`src/rtl/fb_write_arbiter.sv`:
```
// fb_write_arbiter: round-robin owner of the single framebuffer write port.
// Up to N_REQ requesters each get a burst of at most MAX_BURST beats; the
// winning beat is registered toward the framebuffer RAM one cycle after ack.
// Optional build macro VBLANK_GATE_EN: when defined, beats are accepted only
// while vblank is high (the owner keeps the grant and its count stalls).
module fb_write_arbiter #(
    parameter int N_REQ     = 12,
    parameter int ADDR_W    = 19,
    parameter int DATA_W    = 8,
    parameter int MAX_BURST = 16,
    parameter int FB_DEPTH  = 307200
) (
    input  logic                      clock,
    input  logic                      resetn,
    input  logic [N_REQ-1:0]          req,
    input  logic [N_REQ*ADDR_W-1:0]   req_addr,
    input  logic [N_REQ*DATA_W-1:0]   req_data,
    input  logic                      vblank,
    output logic [N_REQ-1:0]          grant,
    output logic [N_REQ-1:0]          ack,
    output logic                      wr_en,
    output logic [ADDR_W-1:0]         wr_addr,
    output logic [DATA_W-1:0]         wr_data,
    output logic                      oob_err
);

    localparam int PTR_W = (N_REQ > 1) ? $clog2(N_REQ) : 1;
    localparam int CNT_W = (MAX_BURST > 1) ? $clog2(MAX_BURST) : 1;
    localparam logic [ADDR_W:0]    FB_LIMIT  = (ADDR_W+1)'(FB_DEPTH);
    localparam logic [CNT_W-1:0]   LAST_BEAT = CNT_W'(MAX_BURST - 1);
    localparam logic [PTR_W-1:0]   PTR_INIT  = PTR_W'(N_REQ - 1);
    localparam logic [N_REQ-1:0]   ONE_HOT0  = N_REQ'(1);

    typedef enum logic {ST_IDLE, ST_BURST} state_t;

    state_t              state_q;
    logic [N_REQ-1:0]    grant_q;
    logic [PTR_W-1:0]    ptr_q;      // last winner; doubles as owner index in BURST
    logic [CNT_W-1:0]    cnt_q;
    logic                wr_en_q;
    logic [ADDR_W-1:0]   wr_addr_q;
    logic [DATA_W-1:0]   wr_data_q;
    logic                oob_q;

    logic                arb_vld_d;
    logic [PTR_W-1:0]    arb_idx_d;
    logic [PTR_W-1:0]    scan_idx;

    logic [ADDR_W-1:0]   addr_arr [N_REQ];
    logic [DATA_W-1:0]   data_arr [N_REQ];

    logic                beat_en;
    logic                owner_req;
    logic                beat;
    logic                addr_ok;

    // Unflatten the requester buses so the owner can be picked by index.
    generate
        for (genvar gi = 0; gi < N_REQ; gi++) begin : g_slice
            assign addr_arr[gi] = req_addr[gi*ADDR_W +: ADDR_W];
            assign data_arr[gi] = req_data[gi*DATA_W +: DATA_W];
        end
    endgenerate

`ifdef VBLANK_GATE_EN
    assign beat_en = vblank;
`else
    // vblank has no effect here; OR-ing keeps the port referenced.
    assign beat_en = vblank | 1'b1;
`endif

    assign owner_req = req[ptr_q];
    assign beat      = (state_q == ST_BURST) && owner_req && beat_en;
    assign addr_ok   = ({1'b0, addr_arr[ptr_q]} < FB_LIMIT);

    // grant_q is one-hot at the owner, so masking it gives the one-hot ack.
    assign ack = beat ? grant_q : '0;

    // Round-robin search: first request strictly after the last winner.
    always_comb begin
        arb_vld_d = 1'b0;
        arb_idx_d = ptr_q;
        scan_idx  = ptr_q;
        for (int off = 1; off <= N_REQ; off++) begin
            scan_idx = PTR_W'((int'(ptr_q) + off) % N_REQ);
            if (!arb_vld_d && req[scan_idx]) begin
                arb_vld_d = 1'b1;
                arb_idx_d = scan_idx;
            end
        end
    end

    // Arbitration FSM plus registered write path and sticky range error.
    always_ff @(posedge clock) begin
        if (!resetn) begin
            state_q   <= ST_IDLE;
            grant_q   <= '0;
            ptr_q     <= PTR_INIT;
            cnt_q     <= '0;
            wr_en_q   <= 1'b0;
            wr_addr_q <= '0;
            wr_data_q <= '0;
            oob_q     <= 1'b0;
        end else begin
            wr_en_q <= 1'b0;
            case (state_q)
                ST_IDLE: begin
                    if (arb_vld_d) begin
                        grant_q <= ONE_HOT0 << arb_idx_d;
                        ptr_q   <= arb_idx_d;
                        cnt_q   <= '0;
                        state_q <= ST_BURST;
                    end
                end
                ST_BURST: begin
                    if (beat) begin
                        cnt_q <= cnt_q + 1'b1;
                        if (addr_ok) begin
                            wr_en_q   <= 1'b1;
                            wr_addr_q <= addr_arr[ptr_q];
                            wr_data_q <= data_arr[ptr_q];
                        end else begin
                            oob_q <= 1'b1;
                        end
                    end
                    // Release on a dropped request or after the last allowed beat.
                    if (!owner_req || (beat && (cnt_q == LAST_BEAT))) begin
                        grant_q <= '0;
                        state_q <= ST_IDLE;
                    end
                end
                default: begin
                    grant_q <= '0;
                    state_q <= ST_IDLE;
                end
            endcase
        end
    end

    assign grant   = grant_q;
    assign wr_en   = wr_en_q;
    assign wr_addr = wr_addr_q;
    assign wr_data = wr_data_q;
    assign oob_err = oob_q;

endmodule

```
`config.mk`:
```
export PLATFORM = sky130hd
export DESIGN_NAME = fb_write_arbiter
export DESIGN_NICKNAME = d
export VERILOG_FILES = /design/src/rtl/fb_write_arbiter.sv
export SDC_FILE = /design/constraint.sdc
export NUM_CORES = 1
export LEC_CHECK = 0
export BUFFER_PORTS_ARGS = -buffer_cell sky130_fd_sc_hd__buf_2
export CAP_MARGIN = 15
export CORE_AREA = 3 3 153 155
export DETAILED_ROUTE_END_ITERATION = 8
export DIE_AREA = 0 0 156 158
export SLEW_MARGIN = 20
export SYNTH_ARGS = -nofsm -noshare
export SYNTH_HDL_FRONTEND = slang
export SYNTH_SLANG_ARGS = --single-unit
```
`constraint.sdc`:
```
create_clock -name clock -period 7 [get_ports clock]
set_input_delay 1.75 -clock clock [delete_from_list [all_inputs] [get_ports clock]]
set_output_delay 1.75 -clock clock [all_outputs]
set_load 0.01 [all_outputs]
```
* After elaboration in Yosys (flattened, before gate mapping)
Index checks and enable logic that the tools add are counted.
** Storage, ports and cells
- Register bits after elaboration :: 50
- Output and inout bits :: 53
- Word-level logic and storage cells :: 155
- Input bits :: 339
** Operators by class
- Divide/modulo/power cells :: 12
- Shifts and indexed selects :: 1
- Equality and inequality tests :: 4
- Bitwise gates (word level) :: 3
- Mux-type cells :: 67
- Add/subtract/negate cells :: 13
- Reduce and logical (&&, ||, !) cells :: 32
- Order comparisons :: 15
** Operator list (number)
- $mod 32x5->32 const B :: 12
- $bmux 19 s4 :: 1
- $lt 4x5->1 const B :: 13
- $mux 4 :: 14
- $bmux 1 s4 :: 13
- $mux 19 :: 2
- $mux 12 :: 3
- $bmux 8 s4 :: 1
- $mux 1 :: 28
- $add 4x4->5 const B :: 5
- $pmux 12 s2 :: 1
- $add 4x3->5 const B :: 4
- $lt 19x19->1 const B :: 1
- $mux 8 :: 2
- $logic_and 1x1->1 :: 13
- $logic_not 1->1 :: 12
- $shl 1x4->12 const A :: 1
- $add 4x2->5 const B :: 2
- $reduce_and 3->1 :: 3
- $pmux 4 s2 :: 1
- $reduce_and 2->1 :: 3
- $add 4x1->5 const B :: 1
- $ge 5x5->1 const B :: 1
- $not 4->5 :: 1
- other kinds (7) :: 9

* Depth between registers and ports, before layout
Gate-level depths: netlist of run 1.
- Depth in word-level cells :: 41
- Depth in mapped cells :: 24
- Depth with buffers taken out :: 18

* Worst setup path after synthesis of run 1
OpenSTA, ideal clock, no wires.
- Kind :: flip-flop to flip-flop
- Start point :: register ptr_q[0]
- End point :: register grant_q[2], in the netlist grant[2]
- Cell stages (with the launch flop) :: 22
- Path slack :: 0.688 ns
- Setup time :: 0.101 ns
- Required time :: 6.899 ns
- Period minus slack after synthesis :: 6.312 ns
- Arrival :: 6.210 ns
- Path buffers :: 6
- Path through :: dfxtp_1 buf_6 buf_2 buf_2 buf_1 clkbuf_1 buf_1 inv_1 ha_1 xnor2_1 inv_1 ha_1 nor3b_1 mux2_2 mux2_2 a22oi_1 nand3_1 o32ai_1 or4_1 o41ai_2 a21o_1 o41ai_1
** On the way
- Cells in the longest elaborated chain, start to end :: 41
- Elaborated cells between the ends (all ways) :: 106
- Those cells by class :: 12 x add/sub; 12 x div; 2 x eq/ne; 1 x shift; 52 x mux; 27 x reduce/logical
** RTL lines
- start, declared :: line 38 : logic [PTR_W-1:0] ptr_q;
- start signal, assigned :: line 110 : ptr_q <= arb_idx_d;
- $add 4x1->5 :: line 85 : scan_idx = PTR_W'((int'(ptr_q) + off) % N_REQ);
- $mod 32x5->32 :: line 85
- $bmux 1 s4 :: line 86 : if (!arb_vld_d && req[scan_idx]) begin
- $mux 1 (not written as such) :: line 86
- $mux 1 :: line 86
- $logic_not 1->1 :: line 86
- $logic_and 1x1->1 :: line 86
- $mux 1 :: line 86
- [25 not listed]
- $logic_and 1x1->1 :: line 86
- $mux 1 :: line 86
- $logic_not 1->1 :: line 86
- $logic_and 1x1->1 :: line 86
- $mux 4 :: line 86
- $shl 1x4->12 :: line 109 : grant_q <= ONE_HOT0 << arb_idx_d;
- $mux 12 :: line 108 : if (arb_vld_d) begin
- $pmux 12 s2 :: line 106 : case (state_q)
- end signal, assigned :: line 109
- end, declared :: line 37 : logic [N_REQ-1:0] grant_q;
Several ways; a longest one is shown, not always the timed one. The select of a mux whose other input is x is not followed.
A chain may end at the register's enable or synchronous reset.

* Worst setup path in the final report of run 1
- Start point :: register ptr_q[2]
- End point :: register grant_q[9], in the netlist grant[9]
Same word-level chain as after synthesis.

==> results of run 1 <==
## worst max-delay path: cells and delay by family (launching register included)
kind	cells	cell delay, ps
AND/OR/NAND/NOR	6	1970
AO/OA/AOI/OAI	6	1690
adder cells (fa/ha/maj)	2	750
flip-flops	1	740
buffers and inverters	2	560
## synth_stat cells, types with 7 or more instances
library cell	number
nand2b_1	8
mux4_2	92
o221ai_1	23
buf_1	13
a211oi_1	9
nor3b_1	7
a21oi_1	29
inv_1	55
o211a_1	21
nand3_1	21
nand2_1	51
o22ai_1	9
o21ai_0	27
mux2i_1	47
mux2_2	7
ha_1	32
nor3_1	17
buf_2	9
and2_1	18
xnor2_1	14
nor2_1	46
a31oi_1	8
clkbuf_1	29
dfxtp_1	50
## cell families after synthesis
logic type,count (synthesis),share of synthesized area
xor+xnor,20,0.0271
flops,50,0.138
compound gates,204,0.213
mux,146,0.362
buf+inv,108,0.0586
fa+ha+maj,32,0.0553
simple gates,207,0.146
## worst max path at each step
stage	to	start	depth (start not counted)	slack, ps
after floorplan	grant[2]	ptr_q[0]	21	690
after global placement	grant[8]	ptr_q[2]	16	1320
after detailed placement	grant[9]	ptr_q[2]	16	1340
after CTS	grant[9]	ptr_q[2]	16	1300
after global routing	grant[1]	ptr_q[2]	16	790
final	grant[9]	ptr_q[2]	16	1230
## power breakdown
group | switching, mW | internal, mW
clock | 0.126 | 0.144
sequential | 0.0948 | 0.366
combinational | 2.83 | 1.98
total | 3.05 | 2.49
## flip-flops by register name, summed over array words and instances (netlist names)
signal	count
cnt_q	4
grant	12
oob_err	1
ptr_q	4
state_q	1
wr_addr	19
wr_data	8
wr_en	1
## area by class of cell
class | instances | area, um^2
fillers | 2211 | 12300
repair buffers | 405 | 2060
diodes | 20 | 50.0
multi-input cells | 609 | 5820
clock buffers | 6 | 139
inverters | 56 | 210
clock inverters | 2 | 16.3
well taps | 280 | 350
flip-flops and latches | 50 | 1010
## per-layer routing
| layer | wire, um | global-route usage | vias up |
|---|---|---|---|
| li1 | - | - | 3780 |
| met1 | 14400 | 0.365 | 4056 |
| met2 | 18200 | 0.469 | 385 |
| met3 | 2580 | 0.0492 | 64 |
| met4 | 1320 | 0.115 | 2 |
| met5 | 13 | 0 | - |
## cells in the final DEF, fill, tap and decap left out, types with 6 or more instances in the layout
cell / count
a211oi_1: 9
a21o_1: 6
a21oi_1: 29
a2bb2oi_1: 6
a31oi_1: 8
and2_1: 18
buf_2: 390
buf_4: 15
dfxtp_1: 47
diode_2: 20
ha_1: 32
inv_1: 55
mux2_2: 7
mux2i_1: 47
mux4_2: 92
nand2_1: 51
nand2b_1: 8
nand3_1: 21
nor2_1: 44
nor3_1: 17
nor3b_1: 7
o211a_1: 21
o21a_1: 6
o21ai_0: 27
o221ai_1: 23
o22ai_1: 9
o41ai_1: 6
xnor2_1: 14
## per-stage QoR
| step | setup WS (ps) | utilization | total power [mW] |
|---|---|---|---|
| 4_1_cts | 1300 | 0.438 | 5.51 |
| 2_1_floorplan | 688 | - | 3.98 |
| 5_1_grt | 792 | 0.438 | 6.01 |
| 3_5_place_dp | 1340 | 0.430 | 5.21 |
| 6_report | 1230 | 0.440 | 5.54 |
| 3_3_place_gp | 1320 | 0.430 | 5.19 |
==> key figures, run 1 <==
Yosys
  – Post-synthesis sequential area ratio: 0.138
  – Synth Flop Type: dfxtp_1
  – Largest area contributor in the netlist: mux4_2
  – Synthesized flop and latch total: 50
  – Area share of the largest cell type after synthesis: 0.286
  – Synth cell types: 74
  – Synthesized net count: 1138
  – Avg Inst Size Synth: 9.43 um^2
  – Synth top area cells: mux4_2 (29%), dfxtp_1 (14%), mux2i_1 (6.5%), ha_1 (5.5%), o211a_1 (2.9%)
  – EDFF count, synth: 0
  – YS warnings: 0
  – Post-synthesis cell count: 767
  – Ys async rst share: 0
  – Syn Std Cell Area: 7240 um^2

Setup path
  – Setup slack, reg-to-reg: 1230 ps
  – Reg2Reg Capture Point: grant[9]
  – Critical Path Fanout Max: 24
  – Reg2reg start: ptr_q[2]
  – Crit path cell chain: inv_1, ha_1, a21oi_1, inv_1, ha_1, nor2b_1, nor2_1, a32o_1, a211o_1, nand2b_1, or2_2, or3_1, or4_1, o41ai_2, a21o_1, a32o_1
  – Startpoint Class: flip-flop
  – Critical path endpoint category: flip-flop
  – Crit Path Category: flip-flop to flip-flop
  – CP Data Arrival Time: 6020 ps
  – Cell with the largest stage delay on the worst path: dfxtp_2
  – Worst endpoint required time: 7250 ps
  – Reg2Reg Depth: 16
  – Worst path max stage delay: 740 ps

Clocking
  – PostCTS Resize Cnt: 0
  – Quantity of hold-fixing buffers added after cts: 0
  – CTS root buffer: clkbuf_16
  – Num CTS Buffers: 5
  – Clk Latency, worst-skew pair: 310 ps
  – H-tree depth: 2
  – Clock buffer depth: 2
  – Clock transition at path regs: 70 ps
  – CTS tree: built
  – Clock sink total: 50
  – Post-CTS Setup Inserts: 0

STA
  – Unrepaired setup endpoints after global routing: false
  – TNS Setup: 0 ps
  – Rel. slew slack: 0.489
  – Min Tclk post-route: 5770 ps
  – # setup viols final: 0
  – Hold WS: 468 ps
  – Maximum clock frequency: 173 MHz
  – Worst Max-Slew Pin Slew: 745 ps
  – Final critical-path share of the clock period: 0.825
  – Slew Viols, Final: 0
  – Final hold violation count: 0
  – Fin Clk Skew: 4.13 ps

Routing
  – Drt first pass iters: 5
  – Post-Route WL: 36.6 mm
  – Vias post-DR: 8287
  – Vias per cell: 5.80
  – DR WL/cell: 25.6 um
  – DRC Markers: 0
  – Final ANT Viol Nets: 0
  – Initial drt markers: 596

Place
  – Routability cong.: 0.945
  – Post-DP Area: 9450 um^2
  – DP HPWL: 31.1 mm
  – I/O Buffers: 390
  – Inst Count DP: 1400

Final layout
  – P&R area growth vs syn: 33.5%
  – Non-filler cells, final: 1428
  – Nets: 1498
  – Layout cells sized above 1: 0.475
  – Final instance area: 9660 um^2

Hold path
  – WHS Path Cells: 2
  – Critical hold path startpoint: grant[2]
  – Hold endpoint: grant[2]
  – Min-delay worst type: flip-flop to flip-flop

Global route
  – Global-route wire length before repair: 50.9 mm
  – GRT Residual Overflow: 0
  – Largest net degree at the start of global routing: 55
  – Vias in the first global route: 7824
  – Initial antenna violation count: 23
  – All-Layer GR Usage: 0.282

Floorplanning
  – # IOs: 392
  – Die Ht: 158 um
  – Initial core utilization: 0.330
  – Core Area: 22000 um^2
  – Die area: 24600 um^2
  – Die X: 156 um
  – FP Rows: 54

Run status
  – Status: complete, no violations

Power and ir drop
  – Worst VDD drop: 0.315 mV
  – Lkg Pwr: 4.67 nW
  – PD cells: 574 nW/um^2

Job
  – Max cap viols: 0
Note: power is estimated with default switching activity, not from simulation.
==> inputs of run 2 (changes only) <==
--- a/config.mk
+++ b/config.mk
@@ -5,6 +5,7 @@
 export SDC_FILE = /design/constraint.sdc
 export NUM_CORES = 1
 export LEC_CHECK = 0
+export ABC_AREA = 1
 export BUFFER_PORTS_ARGS = -buffer_cell sky130_fd_sc_hd__buf_2
 export CAP_MARGIN = 15
 export CORE_AREA = 3 3 153 155
==> constraint.sdc (replaced) <==
create_clock -name clock -period 5.9 [get_ports clock]
set_input_delay 1.475 -clock clock [delete_from_list [all_inputs] [get_ports clock]]
set_output_delay 1.475 -clock clock [all_outputs]
set_load 0.01 [all_outputs]
==> key figures, run 2 <==
Place
  – Inst Count DP: 1902 (+36%)
  – Routability cong.: 0.971 (+2.8%)
  – Post-DP Area: 9350 um^2 (-1.1%)
  – DP HPWL: 26.8 mm (-14%)
  – I/O Buffers: 390 (unchanged)

Power and ir drop
  – Worst VDD drop: 0.281 mV (-11%)
  – Overall Power: 6.10 mW (+10%)
  – PD cells: 642 nW/um^2 (+12%)
  – Lkg Pwr: 4.74 nW (+1.6%)

Setup path
  – Crit Path Category: input pin to output pin
  – Worst endpoint required time: 4430 ps (-2820 ps)
  – Critical path endpoint category: output pin
  – Worst path max stage delay: 410 ps (-330 ps)
  – Startpoint Class: input pin
  – CP Data Arrival Time: 3400 ps (-2620 ps)
  – Crit path top cell by count: o21ai_0
  – Crit path cell chain: buf_2, nand2_1, o21ai_0, or2_2, o21ai_0, inv_1, o21ai_0, o21ai_0, nand2_1, nor2_1, buf_2
  – Cell with the largest stage delay on the worst path: nand2_1
  – Critical Path Fanout Max: 15 (-38%)

Yosys
  – Synth Flop Type: dfxtp_1
  – Post-synthesis mux area share: 0 (-0.362)
  – Avg Inst Size Synth: 5.59 um^2 (-41%)
  – Synth Area in Adders: 0.0549 (-0.000427)
  – Ys async rst share: 0 (unchanged)
  – YS warnings: 0 (unchanged)
  – Largest area contributor in the netlist: o21ai_0
  – Post-synthesis sequential area ratio: 0.137 (-0.00107)
  – Largest family of logic cells by synthesized area: simple AND/OR/NAND/NOR gates
  – EDFF count, synth: 0 (unchanged)
  – Synth top area cells: o21ai_0 (15%), dfxtp_1 (14%), nor2_1 (13%), nand2_1 (12%), ha_1 (5.5%)
  – Synth top cells by count: nor2_1 (244), nand2_1 (228), o21ai_0 (224)
  – Compound-cell area share of the yosys netlist: 0.328 (+0.115)
  – Synthesized flop and latch total: 50 (unchanged)
  – Synthesized net count: 1675 (+47%)
  – Post-synthesis cell count: 1304 (+70%)
  – Post-Synth Simple-Gate Area: 0.349 (+0.203)
  – Syn Std Cell Area: 7290 um^2 (+0.78%)
  – Synth Area in XOR/XNOR: 0.0199 (-0.00724)
  – Count leader, synth: nor2_1
  – Synth cell types: 50 (-32%)
  – Area share of the largest cell type after synthesis: 0.154 (-0.133)

Routing
  – DR WL/cell: 17.7 um (-31%)
  – Initial drt markers: 698 (+17%)
  – Post-Route WL: 33.8 mm (-7.7%)
  – Final ANT Viol Nets: 0 (unchanged)
  – DRC Markers: 0 (unchanged)
  – Vias per cell: 5.27 (-9.1%)
  – Drt first pass iters: 5 (unchanged)
  – Vias post-DR: 10.1k (+22%)

Clocking
  – Post-CTS Setup Inserts: 0 (unchanged)
  – H-tree depth: 2 (unchanged)
  – Clock buffer depth: 2 (unchanged)
  – Clock sink total: 50 (unchanged)
  – Clk Latency, worst-skew pair: 290 ps (-20 ps)
  – PostCTS Resize Cnt: 0 (unchanged)
  – CTS tree: built
  – Clock transition at path regs: 70 ps (about the same)
  – CTS root buffer: clkbuf_16
  – Num CTS Buffers: 5 (unchanged)
  – Quantity of hold-fixing buffers added after cts: 0 (unchanged)

STA
  – Final critical-path share of the clock period: 0.827
  – Final hold violation count: 0 (unchanged)
  – Maximum clock frequency: 205 MHz
  – Unrepaired setup endpoints after global routing: false
  – Slew Viols, Final: 0 (unchanged)
  – # setup viols final: 0 (unchanged)
  – Rel. slew slack: 0.343 (-0.146)
  – TNS Setup: 0 ps (unchanged)
  – Worst Max-Slew Pin Slew: 985 ps (+241 ps)
  – Fin Clk Skew: 6.87 ps (+2.74 ps)
  – Min Tclk post-route: 4880 ps

Final layout
  – Nets: 2000 (+34%)
  – Non-filler cells, final: 1911 (+34%)
  – Fill cells: 2423 (+9.6%)
  – Largest register FFs: 19 (unchanged)
  – Most frequent cells in the layout: buf_2 (390), nor2_1 (243), nand2_1 (228), o21ai_0 (224), inv_1 (103)
  – Most common cell after layout, fill and taps aside: buf_2
  – P&R area growth vs syn: 30.3%
  – Final instance area: 9500 um^2 (-1.7%)
  – Layout cells sized above 1: 0.291 (-0.184)

Global route
  – Vias in the first global route: 9358 (+20%)
  – Initial antenna violation count: 3 (-87%)
  – Global-route wire length before repair: 50.5 mm (-0.69%)
  – All-Layer GR Usage: 0.259 (-0.0234)
  – GRT Residual Overflow: 0 (unchanged)
  – Largest net degree at the start of global routing: 109 (+98%)

Floorplanning
  – Initial core utilization: 0.332 (+0.00256)
  – Die X: 156 um (unchanged)
  – FP Rows: 54 (unchanged)
  – Die area: 24600 um^2 (unchanged)
  – Core Area: 22000 um^2 (unchanged)
  – Die Ht: 158 um (unchanged)
  – # IOs: 392 (unchanged)

Run status
  – Status: complete, no violations

Job
  – Max cap viols: 0 (unchanged)

Hold path
  – Min-delay worst type: flip-flop to flip-flop
run 2: logic make-up after synthesis:
family	after synthesis
DFF	50
and+or+nand+nor	592
xor gates and xnor gates	14
buffers and inverters	208
adders and majority gates	32
AOI/OAI and AO/OA	408
run 2: worst paths after layout:
kind	start	end	slack [ps]	cells past startpoint
min	wr_addr[15]	wr_addr[15]	470	2
max reg2reg	ptr_q[2]	grant[11]	1370	28
max	req[2]	ack[9]	1020	11
min reg2reg	wr_addr[15]	wr_addr[15]	470	2
run 2: metrics by stage:
step | worst slack, ps | hold slack, ps | util
2_1_floorplan | 1480 | 446 | -
3_3_place_gp | 1120 | 454 | 0.426
3_5_place_dp | 1070 | 457 | 0.426
4_1_cts | 1070 | 469 | 0.433
5_1_grt | 791 | 493 | 0.433
6_report | 1020 | 467 | 0.433
run 2: power by group:
group	total [mW]	switching (mW)	internal, mW
clock	0.306	0.144	0.162
sequential	0.509	0.0713	0.437
combinational	5.28	3.62	1.66
total	6.10	3.84	2.26
run 2: metal layers:
metal	vias up	track usage	part of all wire
met5	-	0	0.00062
met4	4	0.0845	0.034
met3	58	0.0498	0.068
met2	349	0.439	0.48
met1	4573	0.331	0.41
li1	5092	-	-
run 2: final cells by class:
class	count	area [um^2]	area share
multi-input cells	1046	5480	0.577
repair buffers	401	2030	0.214
flip-flops and latches	50	1010	0.106
inverters	125	472	0.0497
well taps	280	350	0.0369
clock buffers	5	125	0.0132
clock inverters	3	26.3	0.00277
diodes	1	2.50	0.000263
run 2: critical path, delay by kind of cell:
family                 cells  cell delay, ps
AND/OR/NAND/NOR            4             860
AO/OA/AOI/OAI              4             650
buffers and inverters      3             410
